$ cat src/rtl/lwc_do_receiver_if.sv
// LWC DO-side stream plus payload sink bundle.
// master drives the DO words and sink ready; slave is the receiver.
interface lwc_do_receiver_if #(
  parameter int BUSW = 32
);
  logic [BUSW-1:0]   do_data;
  logic              do_valid;
  logic              do_last;
  logic              do_ready;
  logic [BUSW-1:0]   out_data;
  logic [BUSW/8-1:0] out_keep;
  logic [3:0]        out_type;
  logic              out_eot;
  logic              out_valid;
  logic              out_ready;

  modport master (
    output do_data, do_valid, do_last, out_ready,
    input  do_ready, out_data, out_keep, out_type,
    input  out_eot, out_valid
  );

  modport slave (
    input  do_data, do_valid, do_last, out_ready,
    output do_ready, out_data, out_keep, out_type,
    output out_eot, out_valid
  );
endinterface

$ cat src/rtl/lwc_do_receiver.sv
// LWC DO receiver: parses headers/status, forwards payload with keep.
// Define LWC_DO_BYTECNT_EN to build the pld_bytes payload counter.
module lwc_do_receiver #(
  parameter int       BUSW         = 32,
  parameter bit [3:0] STAT_SUCCESS = 4'hE,
  parameter bit [3:0] STAT_FAILURE = 4'hF
) (
  input  logic              clk,
  input  logic              rst,
  lwc_do_receiver_if.slave  bus,
  output logic              msg_done,
  output logic              msg_success,
  output logic              proto_err,
  output logic [15:0]       pld_bytes
);
  localparam int W = BUSW / 8;

  localparam logic [1:0] HDR  = 2'd0;
  localparam logic [1:0] DATA = 2'd1;
  localparam logic [1:0] ERR  = 2'd2;

  logic [1:0]   state;
  logic [15:0]  rem_len;
  logic [3:0]   seg_type;
  logic         seg_last;
  logic [3:0]   w_type;
  logic         is_stat;
  logic         final_w;
  logic [15:0]  step;
  logic [W-1:0] keep_nx;
  logic         xfer_in;
  logic         xfer_out;

  assign w_type   = bus.do_data[BUSW-1 -: 4];
  assign is_stat  = (w_type == STAT_SUCCESS) ||
                    (w_type == STAT_FAILURE);
  assign final_w  = rem_len <= 16'(W);
  assign step     = final_w ? rem_len : 16'(W);
  assign xfer_in  = bus.do_valid && bus.do_ready;
  assign xfer_out = bus.out_valid && bus.out_ready;

  always_comb begin
    bus.do_ready = 1'b0;
    unique case (state)
      HDR:     bus.do_ready = !rst;
      DATA:    bus.do_ready = !rst &&
                 (!bus.out_valid || bus.out_ready);
      ERR:     bus.do_ready = !rst;
      default: bus.do_ready = 1'b0;
    endcase
  end

  // Byte i (counted from the MSB lane) is valid while i < rem_len.
  always_comb begin
    keep_nx = '0;
    for (int i = 0; i < W; i++)
      keep_nx[W-1-i] = 16'(i) < rem_len;
  end

  always_ff @(posedge clk) begin
    if (rst) begin
      state         <= HDR;
      rem_len       <= '0;
      seg_type      <= '0;
      seg_last      <= 1'b0;
      bus.out_valid <= 1'b0;
      bus.out_data  <= '0;
      bus.out_keep  <= '0;
      bus.out_type  <= '0;
      bus.out_eot   <= 1'b0;
      msg_done      <= 1'b0;
      msg_success   <= 1'b0;
      proto_err     <= 1'b0;
    end else begin
      msg_done <= 1'b0;
      if (xfer_out)
        bus.out_valid <= 1'b0;
      if (xfer_in) begin
        unique case (state)
          HDR: begin
            if (is_stat) begin
              if (bus.do_last) begin
                msg_done    <= 1'b1;
                msg_success <= w_type == STAT_SUCCESS;
              end else begin
                state     <= ERR;
                proto_err <= 1'b1;
              end
            end else if (bus.do_last) begin
              state     <= ERR;
              proto_err <= 1'b1;
            end else begin
              seg_type <= w_type;
              seg_last <= bus.do_data[BUSW-7];
              rem_len  <= bus.do_data[15:0];
              if (bus.do_data[15:0] != 16'd0)
                state <= DATA;
            end
          end
          DATA: begin
            if (bus.do_last) begin
              state     <= ERR;
              proto_err <= 1'b1;
            end else begin
              bus.out_valid <= 1'b1;
              bus.out_data  <= bus.do_data;
              bus.out_keep  <= keep_nx;
              bus.out_type  <= seg_type;
              bus.out_eot   <= final_w && seg_last;
              rem_len       <= rem_len - step;
              if (final_w)
                state <= HDR;
            end
          end
          default: ;
        endcase
      end
    end
  end

`ifdef LWC_DO_BYTECNT_EN
  logic [15:0] kcnt;
  logic [16:0] psum;

  always_comb begin
    kcnt = '0;
    for (int i = 0; i < W; i++)
      kcnt = kcnt + 16'(bus.out_keep[i]);
    psum = {1'b0, pld_bytes} + {1'b0, kcnt};
  end

  // Clear wins over a same-cycle transfer: the message is closed.
  always_ff @(posedge clk) begin
    if (rst || msg_done)
      pld_bytes <= '0;
    else if (xfer_out)
      pld_bytes <= psum[16] ? 16'hFFFF : psum[15:0];
  end
`else
  assign pld_bytes = '0;
`endif
endmodule

$ cat src/flat_wrapper.sv
// flat-port wrapper written by rule: the top's interface ports become plain ports
module lwc_do_receiver_flat 
#(
  parameter int       BUSW         = 32,
  parameter bit [3:0] STAT_SUCCESS = 4'hE,
  parameter bit [3:0] STAT_FAILURE = 4'hF
)
  (clk, rst, msg_done, msg_success, proto_err, pld_bytes, bus_do_data, bus_do_valid, bus_do_last, bus_out_ready, bus_do_ready, bus_out_data, bus_out_keep, bus_out_type, bus_out_eot, bus_out_valid);
  lwc_do_receiver_if #(.BUSW(BUSW)) bus_i ();
  input  logic clk;
  input  logic rst;
  output logic msg_done;
  output logic msg_success;
  output logic proto_err;
  output logic [15:0] pld_bytes;
  input wire logic [$bits(bus_i.do_data)-1:0] bus_do_data;
  input wire logic [$bits(bus_i.do_valid)-1:0] bus_do_valid;
  input wire logic [$bits(bus_i.do_last)-1:0] bus_do_last;
  input wire logic [$bits(bus_i.out_ready)-1:0] bus_out_ready;
  output wire logic [$bits(bus_i.do_ready)-1:0] bus_do_ready;
  output wire logic [$bits(bus_i.out_data)-1:0] bus_out_data;
  output wire logic [$bits(bus_i.out_keep)-1:0] bus_out_keep;
  output wire logic [$bits(bus_i.out_type)-1:0] bus_out_type;
  output wire logic [$bits(bus_i.out_eot)-1:0] bus_out_eot;
  output wire logic [$bits(bus_i.out_valid)-1:0] bus_out_valid;
  assign bus_i.do_data = bus_do_data;
  assign bus_i.do_valid = bus_do_valid;
  assign bus_i.do_last = bus_do_last;
  assign bus_i.out_ready = bus_out_ready;
  assign bus_do_ready = bus_i.do_ready;
  assign bus_out_data = bus_i.out_data;
  assign bus_out_keep = bus_i.out_keep;
  assign bus_out_type = bus_i.out_type;
  assign bus_out_eot = bus_i.out_eot;
  assign bus_out_valid = bus_i.out_valid;
  lwc_do_receiver #(.BUSW(BUSW), .STAT_SUCCESS(STAT_SUCCESS), .STAT_FAILURE(STAT_FAILURE)) u_core (.clk(clk), .rst(rst), .bus(bus_i), .msg_done(msg_done), .msg_success(msg_success), .proto_err(proto_err), .pld_bytes(pld_bytes));
endmodule
$ cat config.mk
export PLATFORM = sky130hd
export DESIGN_NAME = lwc_do_receiver_flat
export DESIGN_NICKNAME = d
export VERILOG_FILES = /design/src/rtl/lwc_do_receiver_if.sv /design/src/rtl/lwc_do_receiver.sv /design/src/flat_wrapper.sv
export SDC_FILE = /design/constraint.sdc
export NUM_CORES = 1
export LEC_CHECK = 0
export BUFFER_PORTS_ARGS = -buffer_cell sky130_fd_sc_hd__buf_4
export CORE_MARGIN = 1
export CORE_UTILIZATION = 30
export DETAILED_ROUTE_END_ITERATION = 8
export PLACE_DENSITY_LB_ADDON = 0.12
export SKIP_LAST_GASP = 1
export SLEW_MARGIN = 30
export SYNTH_ARGS = -nofsm -noshare
export SYNTH_HDL_FRONTEND = slang
export SYNTH_SLANG_ARGS = --single-unit
$ cat constraint.sdc
create_clock -name clk -period 6.8 [get_ports clk]
set_clock_uncertainty 0.05 [all_clocks]
set_input_delay 0.68 -clock clk [delete_from_list [all_inputs] [get_ports clk]]
set_output_delay 0.68 -clock clk [all_outputs]
set_load 0.03 [all_outputs]
# == Word-level counts from Yosys, hierarchy flattened ==
# Index checks and enable logic that the tools add are counted.
# word_totals
inputBits,37
ff_bits,68
out_inout_bits,62
# classes
mux,22
order_cmp,5
add_sub_neg,1
n_reduce_logical,19
bitwise,4
eq_ne,10
# ops
op,count
2-to-1 mux 16 bit,4
"less-than comparator 1 x 16 -> 1 bit, first input constant",2
"less-than comparator 2 x 16 -> 1 bit, first input constant",2
one-hot mux 16 bit (2 select lines),1
"<= comparator 16 x 3 -> 1 bit, second input constant",1
nonzero test 16 bit,1
subtractor 16 bit,1
2-to-1 mux 2 bit,6
AND reduction 5 bit,2
"== test 4 bit, second input constant",2
2-to-1 mux 1 bit,8
AND reduction 4 bit,2
"!= test 2 bit, second input constant",3
AND reduction 3 bit,2
logical AND 1 bit,4
"!= test 4 x 2 -> 1 bit, second input constant",1
inverter 1 bit,4
one-hot mux 1 bit (2 select lines),2
one-hot mux 2 bit (2 select lines),1
OR reduction 4 bit,1
"!= test 3 x 2 -> 1 bit, second input constant",1
"!= test 3 bit, second input constant",1
"== test 2 x 1 -> 1 bit, second input constant",1
"== test 2 bit, second input constant",1
other kinds (5),7

# == Depth between registers and ports, before layout ==
# Gate-level depths: netlist (run 1).
# depth
ltp_word,7
ltp_mapped,10

# == Least setup slack after synthesis (run 1) ==
# OpenSTA, ideal clock, no wires.
# synth_timing
path_type,in2reg
startpoint,input port rst
endpoint,register u_core.rem_len[13]
n_path_buf,1
cell_stages,6
t_arrival_ns,2.154
setup_time_ns,0.135
required_ns,6.615
setup_slack_ns,4.460
path_cell_list,or3b_4 > or4b_1 > buf_2 > and2_4 > a311oi_2 > o32ai_1
# synth_between
elab_chain_cells,5
# synth_lines
element,line_no,source
from (decl),flat_wrapper.sv:11,input logic rst;
zero test 1 bit,"lwc_do_receiver.sv:45, lwc_do_receiver.sv:46, lwc_do_receiver.sv:48",
logical AND 1 bit,lwc_do_receiver.sv:46,DATA: bus.do_ready = !rst &&
one-hot mux 1 bit (2 select lines),lwc_do_receiver.sv:44,unique case (state)
logical AND 1 bit,lwc_do_receiver.sv:39,assign xfer_in = bus.do_valid && bus.do_ready;
AND reduction 5 bit (no source line),--,
to (signal assigned),lwc_do_receiver.sv:95,rem_len <= bus.do_data[15:0];
to (signal assigned),lwc_do_receiver.sv:110,rem_len <= rem_len - step;
to (decl),lwc_do_receiver.sv:23,logic [15:0] rem_len;
# Several ways; a longest one is shown, not always the timed one.
# A chain may end at the register's enable or synchronous reset.

# == Final worst setup path (run 1) ==
# layout_timing
startpoint,input port rst
endpoint,register u_core.bus.out_eot
# layout_between
elab_chain_cells,5
# layout_lines
element,line_no,source
zero test 1 bit,"lwc_do_receiver.sv:45, lwc_do_receiver.sv:46, lwc_do_receiver.sv:48",
logical AND 1 bit,lwc_do_receiver.sv:46,
one-hot mux 1 bit (2 select lines),lwc_do_receiver.sv:44,
logical AND 1 bit,lwc_do_receiver.sv:39,
AND reduction 3 bit (no source line),--,
to (signal assigned),lwc_do_receiver.sv:109,bus.out_eot <= final_w && seg_last;
to (decl),lwc_do_receiver_if.sv:26,"output out_eot, out_valid"
# Several ways; a longest one is shown, not always the timed one.

==> results of run 1 <==
## state kept, by name, summed over array words and instances (netlist names), 2 cells and up
signal,flops
u_core.bus.out_type,4
u_core.state,2
u_core.seg_type,4
u_core.rem_len,16
u_core.bus.out_keep,4
u_core.bus.out_data,32
## logic make-up (layout without fill, tap and decap cells)
| family | count (synthesis) | in the layout |
|---|---|---|
| muxes | 7 | 7 |
| buffers and inverters | 47 | 104 |
| and+or+nand+nor | 182 | 182 |
| xor gates and xnor gates | 1 | 1 |
| AOI/OAI and AO/OA | 95 | 95 |
| DFF | 68 | 68 |
| adders and majority gates | 1 | 1 |
| other | 2 | 17 |
## stage by stage
stage	power (mW)	area, um^2	setup WS (ns)
2_1_floorplan	0.511	3210	4.46
3_5_place_dp	0.545	3790	3.06
5_1_grt	0.936	4010	3.63
3_3_place_gp	0.547	3790	3.17
6_report	0.893	4010	3.86
4_1_cts	0.905	4000	3.41
## worst paths after layout
kind                             to  slack, ns  depth (start not counted)
max reg2reg      u_core.rem_len[14]       3.93                          9
max              u_core.bus.out_eot       3.86                          6
min          u_core.bus.out_type[2]       0.40                          2
min reg2reg  u_core.bus.out_type[2]       0.40                          2
## worst max-delay path, delay by kind of cell
| family | cells | cell delay (ns) |
|---|---|---|
| compound gates | 1 | 0.14 |
| buf+inv | 2 | 0.67 |
| simple gates | 3 | 1.59 |
## final cells by class
| cell class | count | area (um^2) | share of cell area |
|---|---|---|---|
| Clock buffer | 10 | 128 | 0.0318 |
| Clock inverter | 5 | 77.6 | 0.0194 |
| Inverter | 3 | 11.3 | 0.00281 |
| Multi-Input combinational cell | 303 | 1610 | 0.402 |
| Sequential cell | 68 | 1360 | 0.340 |
| Tap cell | 136 | 170 | 0.0425 |
| Timing Repair Buffer | 86 | 649 | 0.162 |
## layout by cell type, fill, tap and decap left out, types with 3 or more instances in the layout
master | Yosys | layout
nor4_1 | 9 | 9
nor3_1 | 9 | 9
and3_1 | 3 | 3
or3_1 | 5 | 5
nand4_1 | 3 | 3
a21oi_1 | 53 | 53
clkbuf_8 | 0 | 9
nor2_1 | 30 | 30
nand3_1 | 7 | 7
o21ai_0 | 12 | 12
inv_1 | 3 | 3
and2_1 | 3 | 3
conb_1 | 2 | 17
dfxtp_1 | 68 | 68
buf_4 | 16 | 85
a31oi_1 | 4 | 4
mux2i_1 | 7 | 7
nand2b_1 | 5 | 5
o32ai_1 | 3 | 3
nand2_1 | 90 | 90
## report_power, final
group	leakage, nW	internal, mW	switching (mW)
clock	0.102	0.203	0.153
sequential	0.550	0.406	0.0103
combinational	0.910	0.0438	0.0765
total	1.56	0.653	0.240
## per-layer routing
layer | share of wire | vias up
met1 | 0.46 | 1432
li1 | - | 1516
met2 | 0.49 | 86
met3 | 0.049 | 2
met4 | 0.0047 | 0
met5 | 0 | -
## cells in the mapped netlist (all sizes together) (2+ instances only)
cell type and instances:
a2111oi 2, a211oi 2, a21oi 53, a22oi 2, a311oi 2, a31oi 4, and2 4, and3 3
and4b 2, buf 22, clkbuf 22, conb 2, dfxtp 68, inv 3, mux2i 7, nand2 90
nand2b 5, nand3 7, nand4 3, nand4b 2, nor2 31, nor3 9, nor4 11, nor4b 2
o211ai 2, o21a 2, o21ai 12, o31ai 2, o32ai 3, or3 5, or4 2
==> qor.csv, run 1 <==
stage,metric,value,unit
outcome,status,finished clean,
cts,CTS tree,yes,
grt,pin count of the biggest net entering global routing,69,
synth,portion of netlist area occupied by mux cells,0.0222,
cts,maximum level of the CTS H-tree,3,
synth,share of flip-flops with an asynchronous set or reset after synthesis,0,
grt,initial antenna violation count,0,
timing,final critical-path share of the clock period,0.432,
flow_run,total of max-cap violations,0,
synth,number of synthesized flops with an enable pin,0,
cts,number of gates resized after cts,0,
detailed_routing,DRT Pass-1 Iters,4,
cts,maximum root-to-sink buffer count,2,
grt,M2 GR Usage,0.284,
detailed_routing,detail-routed net length per standard cell,14.6,um
timing,Hold Slack,0.400,ns
synth,xor-xnor portion of the synthesized cell area,0.00277,
timing,actual transition at the worst max-transition pin,0.933,ns
timing,RSZ-0062 raised after global routing,false,
synth,Post-Syn Area,3160,um^2
floorplanning,Vert. Die Dim,105,um
synth,post-synthesis area per instance,7.84,um^2
synth,Main synth FF type,dfxtp_1,
synth,Area contributors post-synth,"dfxtp_1, nand2_1, a21oi_1, buf_4, nor2_1",
timing,Post-Route Setup TNS,0,ns
floorplanning,die span in x,105,um
critical_path,Critical Path Sink Type,flip-flop,
timing,tightest slew margin relative to the limit,0.378,
synth,count of different cell masters after synthesis,56,
synth,largest family of logic cells by synthesized area,simple AND/OR/NAND/NOR gates,
grt,GR peak layer,met2,
finish,fin nets,509,
placement,port buffer count,82,
cts,Skew-Pair Late Insertion Delay,0.34,ns
synth,fraction of the mapped netlist area in adder cells,0.00396,
power,power density over the cells,223,nW/um^2
synth,count of synthesis-stage warnings from yosys,0,
critical_path,data arrival time of the critical path,3.15,ns
cts,post-CTS setup-driven buffer insertion count,0,
worst_hold_path,class of the worst hold path,flip-flop to flip-flop,
finish,fraction of final layout cells with drive strength greater than 1,0.229,
critical_path,category of the critical setup timing path,input pin to flip-flop,
finish,"Area growth, synth to finish",26.9,%
grt,Overflow after GRT,0,
detailed_routing,total number of vias,3036,
synth,area fraction in compound gates after synthesis,0.185,
grt,global-route wire length before repair,14.8,mm
floorplanning,number of top-level pins,99,
critical_path,Startpoint Class,input pin,
cts,number of clock sinks,68,
timing,"Min Clock Period, post-route",2.94,ns
synth,area share of the largest cell type after synthesis,0.431,
detailed_routing,count of unresolved DRC violations after routing,0,
finish,non-filler instance count after layout,611,
synth,Synth area leader,dfxtp_1,
timing,hold violation total from the final report,0,
critical_path,startpoint of the most critical register-to-register path,u_core.rem_len[12],
grt,Global Route met3 Usage,0.0430,
critical_path,CP dominant cell by count,buf_4,
cts,number of buffers created by CTS,9,
placement,# placed instances,595,
power,maximum vdd drop,0.101,mV
timing,Highest Clock Rate,340,MHz
worst_hold_path,hold path startpoint,u_core.seg_type[2],
cts,post-CTS clock slew at the launch and capture registers of the worst setup and hold paths,0.08,ns
placement,final HPWL from detailed placement,6.21,mm
critical_path,cell chain of the critical path,buf_4 > nor3b_1 > and4b_1 > buf_4 > nand3_1 > a21oi_1,
detailed_routing,Initial DRC Count,164,
floorplanning,initial core utilization,0.307,
critical_path,crit path max fanout,68,
detailed_routing,number of nets with antenna violations after detailed routing,0,
critical_path,"slowest stage delay, CP",0.81,ns
detailed_routing,final wirelength,8.92,mm
grt,number of global-route vias before repair,2883,
grt,met1 Use GR,0.215,
power,LEAKAGE,1.56,nW
cts,hold-fix buffer count after cts,0,
critical_path,critical path startpoint,rst,
synth,cells after synthesis,403,
synth,simple-gate area share of the yosys netlist,0.276,
cts,root buf cell,clkbuf_8,
finish,Final Core Density,0.390,
grt,total global routing track utilization,0.169,
detailed_routing,detailed-route vias per instance,4.97,
timing,Final setup viols,0,
floorplanning,die area,10900,um^2
floorplanning,floorplan core area,10300,um^2
synth,number of register bits inferred by synthesis,68,
placement,GP Congestion,0.837,
finish,number of antenna diodes,0,
timing,fin. max-slew vios,0,
finish,layout filler cell count,1093,
critical_path,data required time at the worst endpoint,7.01,ns
critical_path,cell with the largest stage delay on the worst path,and4b_1,
synth,sequential area share after synthesis,0.431,
floorplanning,standard-cell row count,37,
Power figures use the tool's default switching activity.
==> inputs of run 2 (changes only) <==
==> constraint.sdc (replaced) <==
create_clock -name clk -period 2.67 [get_ports clk]
set_clock_uncertainty 0.05 [all_clocks]
set_input_delay 0.267 -clock clk [delete_from_list [all_inputs] [get_ports clk]]
set_output_delay 0.267 -clock clk [all_outputs]
set_load 0.03 [all_outputs]
==> run 2 against run 1 <==
Against the previous run:
- die area is the same
- critical path type is now flip-flop to flip-flop
- largest cell class unchanged
- count of clock-buffer cells in the layout down 1
- critical endpoint is now u_core.rem_len[14]
- hold slack got worse by 0.30 ns
- first-iteration DRC count is 7.9% higher
- sequential power grew to 2.5 times the previous value
- critical path depth rose by 4
- non-clock buffer count rose by 16
- register-to-register slack got worse by 3.7 ns
==> qor.csv, run 2 (synthesis gave the netlist of run 1 again) <==
stage,metric,value,unit,change
finish,Top Registers,"u_core.bus.out_data (32), u_core.rem_len (16)",,
detailed_routing,detailed-route vias per instance,4.99,,+0.37%
power,LEAKAGE,1.67,nW,+7.3%
placement,GP Congestion,0.873,,+4.3%
grt,pin count of the biggest net entering global routing,67,,-2.9%
detailed_routing,Initial DRC Count,177,,+7.9%
timing,final critical-path share of the clock period,0.913,,
power,maximum vdd drop,0.210,mV,+110%
cts,post-CTS clock slew at the launch and capture registers of the worst setup and hold paths,0.09,ns,about the same
cts,maximum level of the CTS H-tree,3,,unchanged
power,fraction of power consumed by combinational cells,0.140,,+0.005
critical_path,Critical Path Sink Type,flip-flop,,
grt,Overflow after GRT,0,,unchanged
floorplanning,die span in x,105,um,unchanged
cts,maximum root-to-sink buffer count,2,,unchanged
detailed_routing,number of nets with antenna violations after detailed routing,0,,unchanged
grt,M2 GR Usage,0.283,,-0.00142
power,power density over the cells,606,nW/um^2,+170%
grt,global-route wire length before repair,15.3,mm,+3.6%
timing,hold violation total from the final report,0,,unchanged
critical_path,cell with the largest stage delay on the worst path,dfxtp_1,,
floorplanning,initial core utilization,0.307,,unchanged
finish,register area,1360,um^2,unchanged
finish,number of flip-flops under the largest register name,32,,unchanged
finish,most common library cell in the layout ignoring fill and taps,buf_4,,
timing,Post-Route Setup TNS,0,ns,unchanged
critical_path,critical path startpoint,u_core.rem_len[13],,
cts,CTS tree,yes,,
critical_path,capture point of the critical path,u_core.rem_len[14],,
placement,port buffer count,82,,unchanged
power,cell internal pwr,1.89,mW,+190%
timing,Hold Slack,0.104,ns,-0.296 ns
power,proportion of total power due to net switching,0.260,,-0.00864
cts,number of buffers created by CTS,9,,unchanged
floorplanning,floorplan core area,10300,um^2,unchanged
finish,layout filler cell count,1117,,+2.2%
finish,fin nets,525,,+3.1%
critical_path,crit path max fanout,7,,-90%
detailed_routing,DRT Pass-1 Iters,4,,unchanged
cts,post-CTS setup-driven buffer insertion count,0,,unchanged
timing,fin. max-slew vios,0,,unchanged
detailed_routing,total number of vias,3127,,+3.0%
timing,actual transition at the worst max-transition pin,0.719,ns,-0.215 ns
critical_path,Reg2Reg Depth,10,,+1
finish,fraction of final layout cells with drive strength greater than 1,0.257,,+0.0271
critical_path,data arrival time of the critical path,2.62,ns,-0.53 ns
power,Flop pwr share,0.413,,-0.053
timing,tightest slew margin relative to the limit,0.521,,+0.143
power,Clock Power Share,0.448,,+0.049
grt,GR peak layer,met2,,
cts,Skew-Pair Late Insertion Delay,0.35,ns,about the same
cts,number of gates resized after cts,0,,unchanged
outcome,status,finished clean,,
critical_path,number of buffer and inverter instances along the worst setup path,1,,-1
cts,number of clock sinks,68,,unchanged
worst_hold_path,class of the worst hold path,input pin to flip-flop,,
critical_path,setup slack of the most critical reg-to-reg path,0.23,ns,-3.70 ns
timing,"Min Clock Period, post-route",2.44,ns,
critical_path,category of the critical setup timing path,flip-flop to flip-flop,,
grt,number of global-route vias before repair,2871,,-0.42%
critical_path,CP dominant cell by count,nand4_1,,
finish,"commonest cells after routing, fill and taps aside","buf_4, nand2_1, dfxtp_1",,
finish,"Area growth, synth to finish",33.2,%,
floorplanning,Vert. Die Dim,105,um,unchanged
grt,met1 Use GR,0.236,,+0.0203
grt,Global Route met3 Usage,0.0374,,-0.00561
detailed_routing,count of unresolved DRC violations after routing,0,,unchanged
critical_path,critical register-to-register path endpoint,u_core.rem_len[14],,
grt,initial antenna violation count,0,,unchanged
cts,root buf cell,clkbuf_8,,
timing,Highest Clock Rate,410,MHz,
floorplanning,standard-cell row count,37,,unchanged
critical_path,cell chain of the critical path,nor4_2 > nand4_1 > nand2_1 > ha_1 > o21a_1 > nor2_1 > nand4_1 > buf_4 > o311a_1 > or3_1,,
critical_path,"slowest stage delay, CP",0.47,ns,-0.34 ns
floorplanning,number of top-level pins,99,,unchanged
detailed_routing,final wirelength,9.29,mm,+4.1%
timing,Final setup viols,0,,unchanged
finish,register with the most flip-flops,u_core.bus.out_data,,
flow_run,total of max-cap violations,0,,unchanged
detailed_routing,detail-routed net length per standard cell,14.8,um,+1.5%
critical_path,critical path's top delay family,simple AND/OR/NAND/NOR gates,,
finish,multi-input combinational cell area,1610,um^2,unchanged
critical_path,startpoint of the most critical register-to-register path,u_core.rem_len[13],,
finish,number of antenna diodes,0,,unchanged
timing,RSZ-0062 raised after global routing,false,,
critical_path,Worst path depth,10,,+4
critical_path,Startpoint Class,flip-flop,,
cts,hold-fix buffer count after cts,0,,unchanged
grt,total global routing track utilization,0.177,,+0.00809
power,NetSw,0.663,mW,+180%
floorplanning,die area,10900,um^2,unchanged
critical_path,data required time at the worst endpoint,2.85,ns,-4.16 ns
placement,final HPWL from detailed placement,6.42,mm,+3.3%
==> run 2: cell types whose count changed in the layout (fill, tap and decap cells not counted) <==
cell        previous run  this run
buf_4                 85       100
clkbuf_1               1         0
clkinv_2               2         0
clkinvlp_4             1         0
buf_6                  1         0
bufinv_16              2         4
clkinv_4               0         2
buf_12                 0         2
==> run 2: cell type report <==
type | instances | share of cell area
clock inverters | 6 | 0.0327
repair buffers | 102 | 0.188
inverters | 3 | 0.00268
clock buffers | 9 | 0.0295
multi-input cells | 303 | 0.383
well taps | 136 | 0.0405
flip-flops and latches | 68 | 0.324
==> run 2: how the worst min path moves through the flow <==
stage / start / cells after the start / slack (ns) / endpoint
final: bus_do_data[17] / 3 / 0.10 / u_core.bus.out_data[17]
after global routing: bus_do_data[17] / 3 / 0.09 / u_core.bus.out_data[17]
after CTS: bus_do_data[0] / 2 / 0.09 / u_core.rem_len[0]
after detailed placement: u_core.seg_type[0] / 2 / 0.39 / u_core.bus.out_type[0]
after global placement: u_core.bus.out_data[7] / 2 / 0.39 / u_core.bus.out_data[7]
after floorplan: bus_do_data[0] / 1 / 0.34 / u_core.rem_len[0]
==> run 2: power by group through the flow <==
stage	Sequential (mW)	Clock (mW)	Combinational, mW
2_1_floorplan	1.08	0	0.220
3_3_place_gp	1.07	0	0.354
3_5_place_dp	1.08	0	0.354
4_1_cts	1.05	1.16	0.355
5_1_grt	1.06	1.22	0.388
6_report	1.05	1.14	0.356
==> run 2: through the flow <==
stage	util	area [um^2]	cells	setup WS, ns	total power, mW
floorplan	-	3210	418	0.340	1.30
global placement	0.384	3940	612	0.325	1.43
detailed placement	0.384	3940	612	0.256	1.43
CTS	0.409	4210	627	0.248	2.57
global route	0.409	4210	627	0.0529	2.66
finish	0.409	4210	627	0.232	2.55
==> run 2: metal layers <==
| metal | vias to the layer above | part of all wire |
|---|---|---|
| met1 | 1480 | 0.45 |
| met2 | 88 | 0.48 |
| met3 | 15 | 0.054 |
| met4 | 0 | 0.015 |
| li1 | 1544 | - |
| met5 | - | 0 |
==> run 2: worst reg2reg max path, delay by kind of cell (launching register included) <==
family	cells	cell delay (ns)
AO/OA/AOI/OAI	2	0.49
adder cells (fa/ha/maj)	1	0.26
buffers and inverters	1	0.16
flip-flops	1	0.47
AND/OR/NAND/NOR	6	0.88
